--- config.mk ---
export PLATFORM = sky130hd
export DESIGN_NAME = dmem_access_ctrl
export DESIGN_NICKNAME = d
export VERILOG_FILES = /design/src/rtl/mips_mem_pkg.sv /design/src/rtl/mem_lane_align.sv /design/src/rtl/dmem_access_ctrl.sv
export SDC_FILE = /design/constraint.sdc
export NUM_CORES = 1
export LEC_CHECK = 0
export BUFFER_PORTS_ARGS = -buffer_cell sky130_fd_sc_hd__buf_4
export CORE_UTILIZATION = 40
export CTS_CLUSTER_SIZE = 20
export DETAILED_ROUTE_END_ITERATION = 10
export PLACE_DENSITY = 0.69
export REMOVE_ABC_BUFFERS = 1
export SLEW_MARGIN = 20
export SYNTH_ARGS = -nofsm -noshare
export SYNTH_HDL_FRONTEND = slang
export SYNTH_SLANG_ARGS = --single-unit
--- constraint.sdc ---
create_clock -name clk -period 2.6 [get_ports clk]
set_clock_uncertainty 0.1 [all_clocks]
set_input_delay 0.26 -clock clk [delete_from_list [all_inputs] [get_ports clk]]
set_output_delay 0.26 -clock clk [all_outputs]
set_load 0.01 [all_outputs]
--- src/rtl/mips_mem_pkg.sv ---
// Shared definitions for the MEM-stage data-memory access path:
// opcodes, sequencer state encoding and load-extension kinds.
package mips_mem_pkg;

    localparam logic [5:0] OP_LB  = 6'h20;
    localparam logic [5:0] OP_LH  = 6'h21;
    localparam logic [5:0] OP_LW  = 6'h23;
    localparam logic [5:0] OP_LBU = 6'h24;
    localparam logic [5:0] OP_LHU = 6'h25;
    localparam logic [5:0] OP_SB  = 6'h28;
    localparam logic [5:0] OP_SH  = 6'h29;
    localparam logic [5:0] OP_SW  = 6'h2b;

    typedef enum logic [1:0] {
        StIdle,
        StReq,
        StDone
    } state_e;

    typedef enum logic [2:0] {
        LdByteS,
        LdByteU,
        LdHalfS,
        LdHalfU,
        LdWord
    } load_kind_e;

endpackage

--- src/rtl/mem_lane_align.sv ---
// Combinational lane logic: decodes the memory opcode, checks alignment, builds byte
// enables and replicated store data, and extracts/extends load data from the bus word.
module mem_lane_align
    import mips_mem_pkg::*;
(
    input  logic [5:0]  opcode_i,
    input  logic [1:0]  addr_lo_i,
    input  logic [31:0] wdata_i,
    input  logic [31:0] bus_rdata_i,
    output logic [3:0]  be_o,
    output logic [31:0] wdata_rep_o,
    output logic [31:0] rdata_ext_o,
    output logic        is_load_o,
    output logic        is_store_o,
    output logic        misaligned_o
);

    load_kind_e  kind;
    logic [7:0]  byte_sel;
    logic [15:0] half_sel;

    assign byte_sel = bus_rdata_i[{addr_lo_i, 3'b000} +: 8];
    assign half_sel = bus_rdata_i[{addr_lo_i[1], 4'b0000} +: 16];

    always_comb begin
        is_load_o    = 1'b0;
        is_store_o   = 1'b0;
        misaligned_o = 1'b0;
        be_o         = 4'b0000;
        wdata_rep_o  = wdata_i;
        kind         = LdWord;
        case (opcode_i)
            OP_LB:  begin is_load_o = 1'b1; kind = LdByteS; end
            OP_LBU: begin is_load_o = 1'b1; kind = LdByteU; end
            OP_LH: begin
                is_load_o    = 1'b1;
                kind         = LdHalfS;
                misaligned_o = addr_lo_i[0];
            end
            OP_LHU: begin
                is_load_o    = 1'b1;
                kind         = LdHalfU;
                misaligned_o = addr_lo_i[0];
            end
            OP_LW: begin
                is_load_o    = 1'b1;
                misaligned_o = |addr_lo_i;
            end
            OP_SB: begin
                is_store_o  = 1'b1;
                be_o        = 4'b0001 << addr_lo_i;
                wdata_rep_o = {4{wdata_i[7:0]}};
            end
            OP_SH: begin
                is_store_o   = 1'b1;
                be_o         = addr_lo_i[1] ? 4'b1100 : 4'b0011;
                wdata_rep_o  = {2{wdata_i[15:0]}};
                misaligned_o = addr_lo_i[0];
            end
            OP_SW: begin
                is_store_o   = 1'b1;
                be_o         = 4'b1111;
                misaligned_o = |addr_lo_i;
            end
            default: ;
        endcase
        // Loads always fetch the whole word; lane selection happens on return.
        if (is_load_o) begin
            be_o = 4'b1111;
        end
    end

    always_comb begin
        rdata_ext_o = bus_rdata_i;
        case (kind)
            LdByteS: rdata_ext_o = {{24{byte_sel[7]}}, byte_sel};
            LdByteU: rdata_ext_o = {24'h0, byte_sel};
            LdHalfS: rdata_ext_o = {{16{half_sel[15]}}, half_sel};
            LdHalfU: rdata_ext_o = {16'h0, half_sel};
            default: rdata_ext_o = bus_rdata_i;
        endcase
    end

endmodule

--- src/rtl/dmem_access_ctrl.sv ---
// MEM-stage data-memory sequencer: accepts an aligned load/store, runs a req/ack bus
// handshake with timeout, and retires the access with a one-cycle rdata_valid pulse.
module dmem_access_ctrl
    import mips_mem_pkg::*;
#(
    parameter int unsigned TIMEOUT_CYCLES = 16
) (
    input  logic        clk,
    input  logic        reset,
    input  logic        mem_valid,
    input  logic [5:0]  opcode,
    input  logic [31:0] addr,
    input  logic [31:0] wdata,
    output logic        stall,
    output logic [31:0] rdata,
    output logic        rdata_valid,
    output logic        addr_err,
    output logic        bus_err,
    output logic        bus_req,
    output logic        bus_we,
    output logic [31:0] bus_addr,
    output logic [3:0]  bus_be,
    output logic [31:0] bus_wdata,
    input  logic        bus_ack,
    input  logic [31:0] bus_rdata
);

    localparam logic [7:0] TimeoutLast = 8'(TIMEOUT_CYCLES - 1);

    state_e      state_q, state_d;
    logic [7:0]  cnt_q, cnt_d;
    logic [5:0]  op_q, op_d;
    logic [1:0]  lane_q, lane_d;
    logic        bus_req_q, bus_req_d;
    logic        bus_we_q, bus_we_d;
    logic [31:0] bus_addr_q, bus_addr_d;
    logic [3:0]  bus_be_q, bus_be_d;
    logic [31:0] bus_wdata_q, bus_wdata_d;
    logic [31:0] rdata_q, rdata_d;
    logic        rdata_valid_q, rdata_valid_d;
    logic        bus_err_q, bus_err_d;

    logic        idle;
    logic        accept;
    logic [5:0]  sel_op;
    logic [1:0]  sel_lane;
    logic [3:0]  be;
    logic [31:0] wdata_rep;
    logic [31:0] rdata_ext;
    logic        is_load;
    logic        is_store;
    logic        misaligned;

    // Live MEM inputs drive the lane logic only in IDLE; afterwards the latched access does.
    assign idle     = (state_q == StIdle);
    assign sel_op   = idle ? opcode : op_q;
    assign sel_lane = idle ? addr[1:0] : lane_q;

    mem_lane_align u_align (
        .opcode_i     (sel_op),
        .addr_lo_i    (sel_lane),
        .wdata_i      (wdata),
        .bus_rdata_i  (bus_rdata),
        .be_o         (be),
        .wdata_rep_o  (wdata_rep),
        .rdata_ext_o  (rdata_ext),
        .is_load_o    (is_load),
        .is_store_o   (is_store),
        .misaligned_o (misaligned)
    );

    assign accept   = idle && mem_valid && (is_load || is_store) && !misaligned;
    assign addr_err = idle && mem_valid && (is_load || is_store) && misaligned;
    assign stall    = accept || (state_q == StReq);

    always_comb begin
        state_d       = state_q;
        cnt_d         = cnt_q;
        op_d          = op_q;
        lane_d        = lane_q;
        bus_req_d     = bus_req_q;
        bus_we_d      = bus_we_q;
        bus_addr_d    = bus_addr_q;
        bus_be_d      = bus_be_q;
        bus_wdata_d   = bus_wdata_q;
        rdata_d       = rdata_q;
        rdata_valid_d = 1'b0;
        bus_err_d     = 1'b0;
        unique case (state_q)
            StIdle: begin
                if (accept) begin
                    state_d     = StReq;
                    cnt_d       = 8'd0;
                    op_d        = opcode;
                    lane_d      = addr[1:0];
                    bus_req_d   = 1'b1;
                    bus_we_d    = is_store;
                    bus_addr_d  = {addr[31:2], 2'b00};
                    bus_be_d    = be;
                    bus_wdata_d = wdata_rep;
                end
            end
            StReq: begin
                if (bus_ack || cnt_q == TimeoutLast) begin
                    state_d       = StDone;
                    bus_req_d     = 1'b0;
                    bus_be_d      = 4'b0000;
                    rdata_valid_d = 1'b1;
                    bus_err_d     = !bus_ack;
                    rdata_d       = (bus_ack && is_load) ? rdata_ext : 32'h0;
                end else begin
                    cnt_d = cnt_q + 8'd1;
                end
            end
            StDone:  state_d = StIdle;
            default: state_d = StIdle;
        endcase
    end

    always_ff @(posedge clk) begin
        if (reset) begin
            state_q       <= StIdle;
            cnt_q         <= 8'd0;
            op_q          <= 6'd0;
            lane_q        <= 2'd0;
            bus_req_q     <= 1'b0;
            bus_we_q      <= 1'b0;
            bus_addr_q    <= 32'h0;
            bus_be_q      <= 4'b0000;
            bus_wdata_q   <= 32'h0;
            rdata_q       <= 32'h0;
            rdata_valid_q <= 1'b0;
            bus_err_q     <= 1'b0;
        end else begin
            state_q       <= state_d;
            cnt_q         <= cnt_d;
            op_q          <= op_d;
            lane_q        <= lane_d;
            bus_req_q     <= bus_req_d;
            bus_we_q      <= bus_we_d;
            bus_addr_q    <= bus_addr_d;
            bus_be_q      <= bus_be_d;
            bus_wdata_q   <= bus_wdata_d;
            rdata_q       <= rdata_d;
            rdata_valid_q <= rdata_valid_d;
            bus_err_q     <= bus_err_d;
        end
    end

    assign bus_req     = bus_req_q;
    assign bus_we      = bus_we_q;
    assign bus_addr    = bus_addr_q;
    assign bus_be      = bus_be_q;
    assign bus_wdata   = bus_wdata_q;
    assign rdata       = rdata_q;
    assign rdata_valid = rdata_valid_q;
    assign bus_err     = bus_err_q;

endmodule

==> results.md <==
- Clk slew on worst S/H paths: 60 ps
- Power Density: 595.3 nW/µm²
- Non-filler cells in the finished layout: 1095
- Area grow syn2layout: 52.16%
- First-pass GRT wire length: 26830 µm
- Yosys top cell area share: 44.51%
- Sequential cell area: 2407 µm²
- Fmax: 0.3966 GHz
- Htree depth: 4
- Initial DRT Pass Iterations: 5
- Core area: 13190 µm²
- LEAKAGE: 3.478 nW
- Asr flop ratio synth: 0%
- IO Port Bufs: 209
- Via count: 5723
- Post-Route WL: 16810 µm
- Antenna viol nets, final: 0
- Period Utilization, post-route: 96.97%
- DP Worst Slack: 103.2 ps
- Pin count of the biggest net entering global routing: 56
- CTS tree: built
- GRT Total Usage: 24.11%
- Gate Count Post-Synth: 668
- Synth Cell Area: 5398 µm²
- Cell Rows: 42
- Final Hold Viols: 0
- Post-layout util: 62.27%
- Leading cell types by total area after synthesis: dfxtp_1 (45%), nand2_1 (12%), a21oi_1 (7.0%)
- CP max FO: 13
- Initial antenna violation count: 0
- Tmin final: 2521 ps
- Outcome: complete, no violations
- CTS Buf Count: 17
- Synth unique cells: 53
- Sequential area share after synthesis: 44.51%
- Max-cap viol count: 0
- DR vias/cell: 5.226
- Max_slew headroom: 53.99%
- Worst Path Arrival: 2160 ps
- Fillers: 1119
- DR WL/cell: 15.35 µm
- Share of cells above drive strength 1: 32.32%
- Root Driver: clkbuf_16
- Top cells by count, synth: nand2_1 (175), dfxtp_1 (120), a21oi_1 (75)
- Required time worst endpoint: 2240 ps
- Hold slack: 13.06 ps
- Dpl cells: 1028
- Final setup vio count: 0
- Area leader, netlist: dfxtp_1
- Die W: 118.2 µm
- Dpl hpwl: 11390 µm
- Sink Count: 120
- Actual slew at the worst max-slew pin: 684.9 ps
- Routability-driven placement congestion ratio: 0.8568
- DRC viols: 0
- Global route total overflow: 0
- Vias in the first global route: 5417
- CTS max path bufs: 2
- Worst reg2reg setup slack: 170 ps
- RSZ-0062 raised after global routing: no
- Avg Cell Area, Syn: 8.080 µm²
- Total power: 4.889 mW
- Die area: 13960 µm²
- Starting Density: 40.92%
- YS warnings: 0
- HP Class: primary input to flip-flop
- #FFs+latches synth: 120
- Drt first-iter violations: 297
- Number of diodes: 0
- Pins Over Slew Limit: 0
- Worst setup margin: 78.85 ps
- Footprint of the multi-input gates: 2755 µm²
- Height of the die: 118.2 µm
- Top-count cell post-synth: nand2_1
- Startpoint Class: flip-flop
- Main synth FF type: dfxtp_1
- I/O pin total: 212
- Number of nets in the layout: 1015
- Post-synth EDFFs: 0
- Clock latency at the later pin of the worst-skew pair: 410 ps
- Worst Setup End Kind: output pin
- Kind of critical path: flip-flop to output pin
- Peak supply drop: 0.3433 mV
metal layers:
layer | up-vias | track usage, % | share of wire, %
met3 | 24 | 6.853 | 8.5
met5 | - | 0 | 0
met1 | 2642 | 28.87 | 41
met4 | 0 | 9.696 | 1.8
li1 | 2806 | - | -
met2 | 251 | 40.51 | 48
power by group:
part | internal, mW | switching, mW | leakage, nW | total (mW)
Clock | 1.66 | 0.793 | 0.311 | 2.45
Sequential | 1.87 | 0.0208 | 0.971 | 1.89
Combinational | 0.278 | 0.268 | 2.20 | 0.547
timing repair:
action	4_1_cts	5_1_grt
pin swaps	2	1
hold buffers	33	0
gates resized for setup	4	6
hold endpoints to repair	33	0
endpoints found under the setup margin	2	2
gates cloned	0	0
setup buffers	2	2
per-stage QoR:
step,setup TNS (ps),cell area (µm²)
2_1_floorplan,-35100,5141
3_3_place_gp,0,7208
3_5_place_dp,0,7208
4_1_cts,0,8175
5_1_grt,0,8213
6_report,0,8213
cells by family (layout without fill, tap and decap cells):
logic type	Yosys count	count (layout)	share of synthesized area, %
AOI/OAI and AO/OA	178	178	20.86
adders and majority gates	1	1	0.2318
buffers and inverters	52	302	5.100
and+or+nand+nor	279	279	22.00
other	1	2	0.06947
xor gates and xnor gates	6	6	0.9736
muxes	31	31	6.259
DFF	120	120	44.51
critical path, stage by stage, from the launching register on:
cell     delay [ps]
dfxtp_4         390
or2_2           390
a31o_2          310
and2_1          190
a31o_2          280
nand2_1          60
buf_4           110
worst paths after layout:
path,start,endpoint,depth (start not counted)
hold reg to reg,rdata[11],rdata[11],2
setup / recovery,state_q[1],stall,6
setup reg to reg,state_q[1],rdata[14],10
hold / removal,addr[30],bus_addr[30],3
flip-flops by register name, indices dropped and copies added (netlist names), 2 cells and up:
signal     count
bus_addr      30
bus_be         4
bus_wdata     32
cnt_q          8
lane_q         2
op_q           6
rdata         32
state_q        2
cells in the final DEF (no fill, tap or decap), drive strengths merged, types with 4 or more instances in the layout:
| master | netlist | routed |
|---|---|---|
| buf | 25 | 235 |
| nand2 | 175 | 175 |
| dfxtp | 120 | 120 |
| a21oi | 75 | 75 |
| nor2 | 45 | 45 |
| o21ai | 42 | 42 |
| dlygate4sd3 | 0 | 33 |
| mux2i | 28 | 28 |
| nand3 | 25 | 25 |
| o211ai | 20 | 20 |
| clkbuf | 23 | 20 |
| a211oi | 12 | 12 |
| o221ai | 9 | 9 |
| nand2b | 6 | 6 |
| clkinv | 0 | 6 |
| xor2 | 5 | 5 |
| nor3 | 5 | 5 |
| a31oi | 5 | 5 |
| inv | 4 | 4 |
| and3 | 4 | 4 |
| nand4 | 4 | 4 |
| bufinv | 0 | 4 |
area by class of cell:
cell class	count	area share [%]
timing repair buffer	268	26.77
sequential	120	29.31
clock inverter	10	1.828
tap	176	2.681
multi-input combinational	497	33.55
inverter	4	0.1828
clock buffer	20	5.683
Power figures use the tool's default switching activity.
